<file path="config.mk">
export PLATFORM = sky130hd
export DESIGN_NAME = serial_add_ctrl_flat
export DESIGN_NICKNAME = d
export VERILOG_FILES = /design/src/rtl/serial_add_ctrl_if.sv /design/src/rtl/serial_add_ctrl.sv /design/src/flat_wrapper.sv
export SDC_FILE = /design/constraint.sdc
export NUM_CORES = 1
export LEC_CHECK = 0
export BUFFER_PORTS_ARGS = -buffer_cell sky130_fd_sc_hd__buf_4
export CAP_MARGIN = 20
export CORE_MARGIN = 2
export CORE_UTILIZATION = 58
export CTS_CLUSTER_SIZE = 16
export DETAILED_ROUTE_END_ITERATION = 10
export PLACE_DENSITY = 0.83
export SLEW_MARGIN = 40
export SYNTH_ARGS = -nofsm -noshare
export SYNTH_HDL_FRONTEND = slang
export SYNTH_SLANG_ARGS = --single-unit
export TNS_END_PERCENT = 50
</file>
<file path="constraint.sdc">
create_clock -name clk -period 2.7 [get_ports clk]
set_input_delay 0.27 -clock clk [delete_from_list [all_inputs] [get_ports clk]]
set_output_delay 0.27 -clock clk [all_outputs]
set_load 0.01 [all_outputs]
</file>
<file path="src/rtl/serial_add_ctrl_if.sv">
// Request/result bus between a requesting unit and serial_add_ctrl.
// The master side (requester) drives start/operands; the slave side
// (the sequencer) returns busy/done/sum/carry_out.
// Optional feature macro: SERIAL_ADD_OVF_EN adds the signed overflow flag.
interface serial_add_ctrl_if #(
  parameter int WIDTH = 8
);
  logic             start;
  logic [WIDTH-1:0] op_a;
  logic [WIDTH-1:0] op_b;
  logic             c_in;
  logic             busy;
  logic             done;
  logic [WIDTH-1:0] sum;
  logic             carry_out;
`ifdef SERIAL_ADD_OVF_EN
  logic             overflow;

  modport master (
    output start, op_a, op_b, c_in,
    input  busy, done, sum, carry_out, overflow
  );

  modport slave (
    input  start, op_a, op_b, c_in,
    output busy, done, sum, carry_out, overflow
  );
`else
  modport master (
    output start, op_a, op_b, c_in,
    input  busy, done, sum, carry_out
  );

  modport slave (
    input  start, op_a, op_b, c_in,
    output busy, done, sum, carry_out
  );
`endif
endinterface

</file>
<file path="src/rtl/serial_add_ctrl.sv">
// Bit-serial addition sequencer driving one shared external 1-bit full adder.
// Operands are latched on the accepting edge, then fed LSB first, one bit per
// clock; the carry-out is looped back through cy and the sum bits are shifted
// into acc from the top. Result and final carry are registered and held.
// Optional feature macro: SERIAL_ADD_OVF_EN (signed overflow flag on the bus).
module serial_add_ctrl #(
  parameter int WIDTH = 8
) (
  input  logic                clk,
  input  logic                rst,
  serial_add_ctrl_if.slave    req,
  output logic                fa_a,
  output logic                fa_b,
  output logic                fa_cin,
  input  logic                fa_sum,
  input  logic                fa_cout
);

  localparam int CNT_W = (WIDTH > 1) ? $clog2(WIDTH) : 1;
  localparam logic [CNT_W-1:0] CNT_LAST = CNT_W'(WIDTH - 1);
  localparam logic [CNT_W-1:0] CNT_ONE  = CNT_W'(1);

  typedef enum logic [1:0] {
    IDLE = 2'b00,
    RUN  = 2'b01,
    DONE = 2'b10
  } state_t;

  state_t           state;
  state_t           state_next;
  logic [WIDTH-1:0] a_sh;
  logic [WIDTH-1:0] b_sh;
  logic [WIDTH-1:0] acc;
  logic             cy;
  logic [CNT_W-1:0] cnt;
  logic             last_bit;

  assign last_bit = (cnt == CNT_LAST);

  // State register plus busy/done, registered from the next state so they
  // line up with the state they describe.
  always_ff @(posedge clk or posedge rst) begin
    if (rst) begin
      state    <= IDLE;
      req.busy <= 1'b0;
      req.done <= 1'b0;
    end else begin
      state    <= state_next;
      req.busy <= (state_next != IDLE);
      req.done <= (state_next == DONE);
    end
  end

  // Next-state logic: start is only looked at in IDLE; DONE lasts one cycle.
  always_comb begin
    state_next = state;
    case (state)
      IDLE: begin
        if (req.start) begin
          state_next = RUN;
        end else begin
          state_next = IDLE;
        end
      end
      RUN: begin
        if (last_bit) begin
          state_next = DONE;
        end else begin
          state_next = RUN;
        end
      end
      DONE:    state_next = IDLE;
      default: state_next = IDLE;
    endcase
  end

  // Full-adder drive: current LSBs and loop carry in RUN, quiet otherwise.
  always_comb begin
    fa_a   = 1'b0;
    fa_b   = 1'b0;
    fa_cin = 1'b0;
    if (state == RUN) begin
      fa_a   = a_sh[0];
      fa_b   = b_sh[0];
      fa_cin = cy;
    end else begin
      fa_a   = 1'b0;
      fa_b   = 1'b0;
      fa_cin = 1'b0;
    end
  end

  // Datapath: latch on accept, shift one bit per RUN cycle, publish result
  // on the final bit. The full adder is combinational, so its return is
  // captured in the same cycle the operand bits are presented.
  always_ff @(posedge clk or posedge rst) begin
    if (rst) begin
      a_sh          <= '0;
      b_sh          <= '0;
      acc           <= '0;
      cy            <= 1'b0;
      cnt           <= '0;
      req.sum       <= '0;
      req.carry_out <= 1'b0;
`ifdef SERIAL_ADD_OVF_EN
      req.overflow  <= 1'b0;
`else
`endif
    end else begin
      case (state)
        IDLE: begin
          if (req.start) begin
            a_sh <= req.op_a;
            b_sh <= req.op_b;
            cy   <= req.c_in;
            cnt  <= '0;
            acc  <= '0;
          end
        end
        RUN: begin
          acc  <= {fa_sum, acc[WIDTH-1:1]};
          a_sh <= {1'b0, a_sh[WIDTH-1:1]};
          b_sh <= {1'b0, b_sh[WIDTH-1:1]};
          cy   <= fa_cout;
          cnt  <= cnt + CNT_ONE;
          if (last_bit) begin
            req.sum       <= {fa_sum, acc[WIDTH-1:1]};
            req.carry_out <= fa_cout;
`ifdef SERIAL_ADD_OVF_EN
            // cy holds the carry into the MSB at this point.
            req.overflow  <= cy ^ fa_cout;
`else
`endif
          end
        end
        DONE: begin
          cnt <= '0;
        end
        default: begin
          cnt <= '0;
        end
      endcase
    end
  end

endmodule

</file>
<file path="src/flat_wrapper.sv">
// flat-port wrapper written by rule: the top's interface ports become plain ports
module serial_add_ctrl_flat 
#(
  parameter int WIDTH = 8
)
  (clk, rst, fa_a, fa_b, fa_cin, fa_sum, fa_cout, req_start, req_op_a, req_op_b, req_c_in, req_busy, req_done, req_sum, req_carry_out);
  serial_add_ctrl_if #(.WIDTH(WIDTH)) req_i ();
  input  logic clk;
  input  logic rst;
  output logic fa_a;
  output logic fa_b;
  output logic fa_cin;
  input  logic fa_sum;
  input  logic fa_cout;
  input wire logic [$bits(req_i.start)-1:0] req_start;
  input wire logic [$bits(req_i.op_a)-1:0] req_op_a;
  input wire logic [$bits(req_i.op_b)-1:0] req_op_b;
  input wire logic [$bits(req_i.c_in)-1:0] req_c_in;
  output wire logic [$bits(req_i.busy)-1:0] req_busy;
  output wire logic [$bits(req_i.done)-1:0] req_done;
  output wire logic [$bits(req_i.sum)-1:0] req_sum;
  output wire logic [$bits(req_i.carry_out)-1:0] req_carry_out;
  assign req_i.start = req_start;
  assign req_i.op_a = req_op_a;
  assign req_i.op_b = req_op_b;
  assign req_i.c_in = req_c_in;
  assign req_busy = req_i.busy;
  assign req_done = req_i.done;
  assign req_sum = req_i.sum;
  assign req_carry_out = req_i.carry_out;
  serial_add_ctrl #(.WIDTH(WIDTH)) u_core (.clk(clk), .rst(rst), .req(req_i), .fa_a(fa_a), .fa_b(fa_b), .fa_cin(fa_cin), .fa_sum(fa_sum), .fa_cout(fa_cout));
endmodule
</file>
Word-level counts from Yosys, hierarchy flattened. Index checks and enable logic that the tools add are counted.

Register bits: 41. Input port bits: 22. Output and inout port bits: 14. Logic and storage cells: 36.

Add/sub/neg operators: 1. Equal/unequal tests: 4. Muxes and demuxes: 16. Reductions and logical operators: 5.

Operators with widths (number): $pmux W8 S2 (3); $mux W8 (3); $pmux W3 S2 (1); $mux W1 (5); $pmux W2 S2 (1); $reduce_and A2 Y1 (2); $reduce_bool A2 Y1 (2); $add A3 B1 Y3 const B (1); $eq A3 B3 Y1 const B (1); $mux W3 (1); $eq A2 B1 Y1 const B (1); $eq A2 B2 Y1 const B (1); $logic_not A2 Y1 (1); $mux W2 (1); $ne A2 B2 Y1 const B (1); $pmux W1 S2 (1).

Depth between registers and ports, before layout. Gate-level depths: netlist of the first run.

Word-level depth: 4. Gate-level depth with buffers: 5. Gate-level depth less buffers: 4.

Least setup slack after synthesis of the first run. OpenSTA, ideal clock, no wires.

Kind: register to register. From: reg u_core.cnt[0]. To: reg u_core.req.carry_out. Setup time: 0.125 ns. Data arrival time: 1.364 ns. Data required time: 2.575 ns. Setup slack: 1.211 ns. Stages on the path, launching flop included: 6. Path buffers: 1. Period minus slack after synthesis: 1.489 ns. Cells stage by stage: dfrtp_1 ha_1 ha_1 nand3b_1 buf_2 mux2_2.

Cells in the longest elaborated chain, start to end: 2.

RTL lines: start: declaration (line serial_add_ctrl.sv:35) `logic [CNT_W-1:0] cnt;`; start signal: assignment (line serial_add_ctrl.sv:125) `cnt <= cnt + CNT_ONE;`; $eq A3 B3 Y1 (line serial_add_ctrl.sv:38) `assign last_bit = (cnt == CNT_LAST);`; $reduce_and A2 Y1 (no line); end signal: assignment (line serial_add_ctrl.sv:128) `req.carry_out <= fa_cout;`; end: declaration (line serial_add_ctrl_if.sv:36) `output busy, done, sum, carry_out`.

Every way passes these cells. A chain may end at the register's enable or synchronous reset.

Final worst setup path of the first run.
From: reg u_core.state[0]. To: out fa_b.

Cells in the longest elaborated chain, start to end: 2.

RTL lines: start: declaration (line serial_add_ctrl.sv:29) `state_t state;`; start signal: assignment (line serial_add_ctrl.sv:48) `state <= state_next;`; $eq A2 B1 Y1 (line serial_add_ctrl.sv:82) `if (state == RUN) begin`; $mux W1 (line serial_add_ctrl.sv:82); end: declaration (line flat_wrapper.sv:11) `output logic fa_b;`.

Every way passes these cells.

==> metrics.yaml, run 1 <==
global_routing:
  busiest_layer: "met2"
  grt_max_degree: 41
  grt_pass1_wl_um: 5610
  gr-usage-all-layers_pct: 21.2
  met1_usage_pct: 29.5
  use_met3_pct: 7.14
  grt_use_met2_pct: 32.0
  grt_antenna_before_repair: 0
  grt_overflow: 0
  first_global_vias: 1212
yosys:
  ys_ff_latch: 40
  synth_common_cells: "dfrtp_1, inv_1, mux2_2, nor2_1"
  synthesis.area_mm2: 0.00180
  yosysWarnings: 0
  synth_ff_type: "dfrtp_1"
  synth_top_area_share_pct: 55.5
  synth_largest_area_cell: "dfrtp_1"
  syn_inst: 144
  synth.area.top_cells: "dfrtp_1, mux2_2, o221a_2, or4b_1, a221oi_1"
  avgSynthCellArea_um2: 12.5
  synthMostInstantiatedCell: "dfrtp_1"
  async_flop_share_pct: 100
  synth_edf_count: 0
  synth_sequential_area_ratio_pct: 55.5
  synth.net_count: 168
  ys_types: 27
run:
  cap_violations: 0
status:
  outcome: "complete, no violations"
setup_path:
  crit_path_max_fanout: 24
  critPathArrivalTime_ns: 1.90
  crit_type: "register to output pin"
  startpoint_type: "register"
  endpoint_kind: "output pin"
  crit_required_ns: 2.43
clock_network:
  insertion_delay_ns: 0.35
  cts-resized-gates: 0
  hold_buffers: 0
  cts.sinks: 40
  tritoncts.num_buffers: 5
  path_clk_slew_ns: 0.11
  cts_max_level: 2
  cts_root_buffer: "clkbuf_4"
  cts_tree: "done"
  postCtsSetupBuffers: 0
  cts.path.max_buffers: 2
route:
  drtIter0Drc: 65
  vias: 1236
  ant_nets: 0
  viasPerCell: 5.89
  drc: 0
  wire_per_inst_um: 15.6
  dr.pass1.iters: 4
  wirelength_um: 3290
placement:
  dpl_cell_area_mm2: 0.00205
  port_buffers: 35
  gp_congestion: 0.726
  dpl.hpwl_um: 2290
hold_path:
  min_path_type: "primary input to async pin"
layout:
  final_nets: 200
  drive_gt1_share_pct: 36.7
  final_area_mm2: 0.00211
  area_growth_pct: 17.2
  fill_cells: 221
  insertedDiodeCount: 0
  postLayoutCoreUtil_pct: 70.4
floorplanning:
  die_x_um: 59.8
  rows: 20
  die_area_mm2: 0.00357
  ios: 36
  core_mm2: 0.00300
  initial_core_util_pct: 60.1
  die_h_um: 59.8
sta:
  finalCritPeriodShare_pct: 80.2
  tns_ns: 0
  final.min_clock_period_ns: 2.17
  max_slew.worst_pin.slew_ns: 0.528
  finalSetupViolations: 0
  rsz0062_at_grt: "false"
  skew_ns: 0.00428
  holdWs_ns: 0.0292
  finalMaxSlewViolations: 0
  max_slew_margin_pct: 64.7
  fmax_mhz: 462
  hold_viol: 0
pwr:
  power.leakage_nw: 1.02
  ir_drop_mv: 0.620
  p_per_area_mw_per_mm2: 1040
[per-stage QoR]
step	instances	total power, W	worst slack [ns]
2_1_floorplan	144	0.00163	1.21
3_3_place_gp	202	0.00185	0.881
3_5_place_dp	202	0.00192	0.793
4_1_cts	210	0.00223	0.494
5_1_grt	210	0.00238	0.360
6_report	210	0.00220	0.535
[cells in the final DEF (no fill, tap or decap), types with 5 or more instances in the layout]
master	n
inv_1	10
or4b_1	8
clkbuf_4	5
nor2_1	9
dfrtp_1	40
nor4b_1	7
a22o_1	7
buf_4	38
mux2_2	9
a221oi_1	7
o221a_2	8
[cell families (layout without fill, tap and decap cells)]
kind of cell	count (synthesis)	in the layout	share of synthesized area [%]
DFF	40	40	55.5
and+or+nand+nor	40	40	16.0
AOI/OAI and AO/OA	29	29	14.9
buffers and inverters	24	57	6.59
muxes	9	9	5.62
adders and majority gates	2	2	1.39
[flip-flops by register name, summed over array words and instances (netlist names)]
name,count
u_core.cnt,3
u_core.cy,1
u_core.acc,7
u_core.req.done,1
u_core.a_sh,8
u_core.req.sum,8
u_core.state,2
u_core.req.busy,1
u_core.req.carry_out,1
u_core.b_sh,8
[metal layers]
layer | wire [µm] | up-vias
li1 | - | 600
met2 | 1610 | 22
met4 | 36 | 0
met1 | 1500 | 610
met5 | 0 | -
met3 | 140 | 4
[where the power goes]
part           switching, W  internal (W)  total, W
Combinational      0.000381      0.000469  0.000850
Clock              0.000189      0.000124  0.000313
Sequential         0.000182      0.000860   0.00104
Total              0.000751       0.00145   0.00220
[cell type report]
type                            count  area, µm²  area share, %
Inverter                           11       41.3           1.95
Multi-Input combinational cell     80        684           32.4
Tap cell                           33       41.3           1.95
Timing Repair Buffer               38        285           13.5
Clock buffer                        6       51.3           2.43
Sequential cell                    40       1000           47.3
Clock inverter                      2       10.0          0.473
[critical path, cell delays in order (launching register included)]
cell,delay [ns]
dfrtp_1,0.64
buf_4,0.33
nand2b_1,0.27
nor2_1,0.17
buf_4,0.14
[path summary, 6_finish.rpt]
path / startpoint / to / slack [ns] / cells after the start
setup / recovery: u_core.state[0] / fa_b / 0.53 / 4
hold / removal: rst / u_core.state[1] / 0.03 / 3
setup reg to reg: u_core.state[0] / u_core.req.carry_out / 0.78 / 3
hold reg to reg: u_core.req.sum[3] / u_core.req.sum[3] / 0.52 / 1
max in group asynchronous: rst / u_core.req.sum[5] / 2.35 / 3
min in group clk: fa_sum / u_core.acc[7] / 0.15 / 2
Note: power is estimated with default switching activity, not from simulation.
==> run 2: changes to the inputs <==
--- a/config.mk
+++ b/config.mk
@@ -5,13 +5,14 @@
 export SDC_FILE = /design/constraint.sdc
 export NUM_CORES = 1
 export LEC_CHECK = 0
+export ABC_AREA = 1
 export BUFFER_PORTS_ARGS = -buffer_cell sky130_fd_sc_hd__buf_4
 export CAP_MARGIN = 20
 export CORE_MARGIN = 2
-export CORE_UTILIZATION = 58
+export CORE_UTILIZATION = 54
 export CTS_CLUSTER_SIZE = 16
 export DETAILED_ROUTE_END_ITERATION = 10
-export PLACE_DENSITY = 0.83
+export PLACE_DENSITY = 0.78
 export SLEW_MARGIN = 40
 export SYNTH_ARGS = -nofsm -noshare
 export SYNTH_HDL_FRONTEND = slang
==> constraint.sdc (replaced) <==
create_clock -name clk -period 2.1 [get_ports clk]
set_input_delay 0.21 -clock clk [delete_from_list [all_inputs] [get_ports clk]]
set_output_delay 0.21 -clock clk [all_outputs]
set_load 0.01 [all_outputs]
==> metrics.yaml, run 2 <==
status:
  outcome: "complete, no violations"
hold_path:
  min_path_type: "primary input to register"
  hp-start: "fa_cout"
route:
  met3_length_um: 170  # +21%
  vias: 1418  # +15%
  drtIter0Drc: 78  # +20%
  viasPerCell: 4.74  # -19%
  wirelength_um: 3420  # +3.9%
  drc: 0  # unchanged
  met2_length_um: 1580  # -2.4%
  ant_nets: 0  # unchanged
  met1_length_um: 1610  # +7.4%
  top_layer_used: "met4"
  wire_per_inst_um: 11.4  # -27%
  dr.pass1.iters: 4  # unchanged
yosys:
  synth.area.top_cells: "dfrtp_1, nand2_1, nand3_1, o21ai_2, buf_6"
  avgSynthCellArea_um2: 8.49  # -32%
  synth_edf_count: 0  # unchanged
  yosysWarnings: 0  # unchanged
  synth_common_cells: "nand2_1, dfrtp_1, nand3_1"
  ys_ff_latch: 40  # unchanged
  synthesis.area_mm2: 0.00183  # +1.6%
  synth_top_area_share_pct: 54.6  # -0.87 points
  synthMostInstantiatedCell: "nand2_1"
  ys_types: 17  # -37%
  synth_ff_type: "dfrtp_1"
  async_flop_share_pct: 100  # unchanged
  synth_sequential_area_ratio_pct: 54.6  # -0.87 points
  syn_inst: 216  # +50%
  synth.net_count: 240  # +43%
  synth_largest_area_cell: "dfrtp_1"
sta:
  fmax_mhz: 549
  skew_ns: 0.0102  # +0.00591 ns
  max_slew_margin_pct: 67.2  # +2.5 points
  finalCritPeriodShare_pct: 86.7
  rsz0062_at_grt: "false"
  finalSetupViolations: 0  # unchanged
  tns_ns: 0  # unchanged
  max_slew.worst_pin.slew_ns: 0.493  # -0.0358 ns
  final.min_clock_period_ns: 1.82
  finalMaxSlewViolations: 0  # unchanged
  hold_viol: 0  # unchanged
layout:
  reg.largest.list: "u_core.a_sh x8, u_core.b_sh x8, u_core.req.sum x8"
  multi_input_area_um2: 687  # +0.37%
  layout_common_cells: "nand2_1, dfrtp_1, buf_4"
  drive_gt1_share_pct: 23.3  # -13 points
  final_nets: 277  # +39%
  final_common_cell: "nand2_1"
  regArea_mm2: 0.00100  # unchanged
  insertedDiodeCount: 0  # unchanged
  area_growth_pct: 18.5
  fill_cells: 303  # +37%
setup_path:
  crit_path_max_fanout: 27  # +13%
  crit_required_ns: 1.89  # -0.54 ns
  crit_type: "register to output pin"
  critPathArrivalTime_ns: 1.61  # -0.29 ns
  endpoint_kind: "output pin"
  r2r-start: "u_core.state[0]"
  startpoint_type: "register"
  startpoint: "u_core.state[0]"
floorplanning:
  die_h_um: 62.3  # +4.2%
  core_mm2: 0.00331  # +10%
  die_area_mm2: 0.00388  # +8.5%
  rows: 21  # +5.0%
  ios: 36  # unchanged
  die_x_um: 62.3  # +4.2%
  initial_core_util_pct: 55.4  # -4.7 points
clock_network:
  cts.sinks: 40  # unchanged
  cts_tree: "done"
  cts.path.max_buffers: 2  # unchanged
  path_clk_slew_ns: 0.11  # about the same
  cts_max_level: 2  # unchanged
  cts_root_buffer: "clkbuf_4"
  tritoncts.num_buffers: 5  # unchanged
  insertion_delay_ns: 0.36  # about the same
pwr:
  ir_drop_mv: 0.631  # +1.8%
  p_per_area_mw_per_mm2: 1360  # +30%
  power.leakage_nw: 1.21  # +19%
  power_w: 0.00295  # +34%
global_routing:
  grt_overflow: 0  # unchanged
  grt_pass1_wl_um: 6050  # +7.9%
  grt_antenna_before_repair: 0  # unchanged
  grt_max_degree: 41  # unchanged
  first_global_vias: 1369  # +13%
  gr-usage-all-layers_pct: 20.1  # -1.1 points
placement:
  gp_congestion: 0.772  # +6.3%
  dpl.hpwl_um: 2330  # +1.9%
  port_buffers: 35  # unchanged
run:
  cap_violations: 0  # unchanged
## run 2: cell count changes in the layout (fill, tap and decap cells not counted), sizes merged, moves of 8 or more
cell   change
mux2       -9
nand2    +104
nand3     +20
o21ai     +17
o221a      -8
or4b       -8
## run 2: path summary, 6_finish.rpt
check                                        to  slack (ns)  cells after the start
setup / recovery                         fa_cin        0.28                      4
hold / removal             u_core.req.carry_out        0.08                      3
hold reg to reg                  u_core.b_sh[0]        0.49                      2
setup reg to reg              u_core.req.sum[0]        0.68                      7
min in group asynchronous     u_core.req.sum[7]        0.50                      4
max in group asynchronous  u_core.req.carry_out        1.24                      4
## run 2: stage by stage
stage | utilization, % | setup slack [ns] | area [µm²] | instances | hold WS [ns]
6_report | 65.6 | 0.278 | 2170 | 299 | 0.0754
2_1_floorplan | - | 0.906 | 1830 | 216 | 0.320
5_1_grt | 65.6 | 0.129 | 2170 | 299 | 0.0537
3_3_place_gp | 63.3 | 0.683 | 2100 | 291 | 0.365
3_5_place_dp | 63.3 | 0.667 | 2100 | 291 | 0.368
4_1_cts | 65.6 | 0.251 | 2170 | 299 | 0.0627
## run 2: logic make-up after synthesis
| family | count (synthesis) | share of synthesized area, % |
|---|---|---|
| AO/OA/AOI/OAI | 17 | 6.69 |
| adder cells (fa/ha/maj) | 2 | 1.36 |
| AND/OR/NAND/NOR | 131 | 29.4 |
| flip-flops | 40 | 54.6 |
| buffers and inverters | 26 | 7.92 |
## run 2: per-layer routing
layer  vias up  global-route usage [%]
li1        739                       -
met1       645                    26.3
met2        27                    30.2
met3         7                    7.79
met4         0                    8.61
met5         -                       0
## run 2: power breakdown
part / switching, W / total [W] / internal (W)
clock network: 0.000242 / 0.000432 / 0.000190
logic: 0.000722 / 0.00123 / 0.000507
registers: 0.000193 / 0.00129 / 0.00110
total: 0.00116 / 0.00295 / 0.00180
## run 2: layout make-up
cell class                 count  area share, %
clock buffer                   7           3.00
inverter                      17           3.05
multi-input combinational    150           31.6
sequential                    40           46.1
tap                           46           2.65
timing repair buffer          39           13.6
## run 2: timing repair
action	in CTS	in global routing
hold endpoints to repair	40	0
endpoints found under the setup margin	0	0
hold buffers	1	0
setup buffers	0	0
gates resized for setup	0	0
## run 2: worst max-delay path, stage by stage (launching register included)
cell and delay, ns:
dfrtp_1 0.53, buf_4 0.25, nand2_4 0.18, nor2_1 0.15, buf_4 0.13
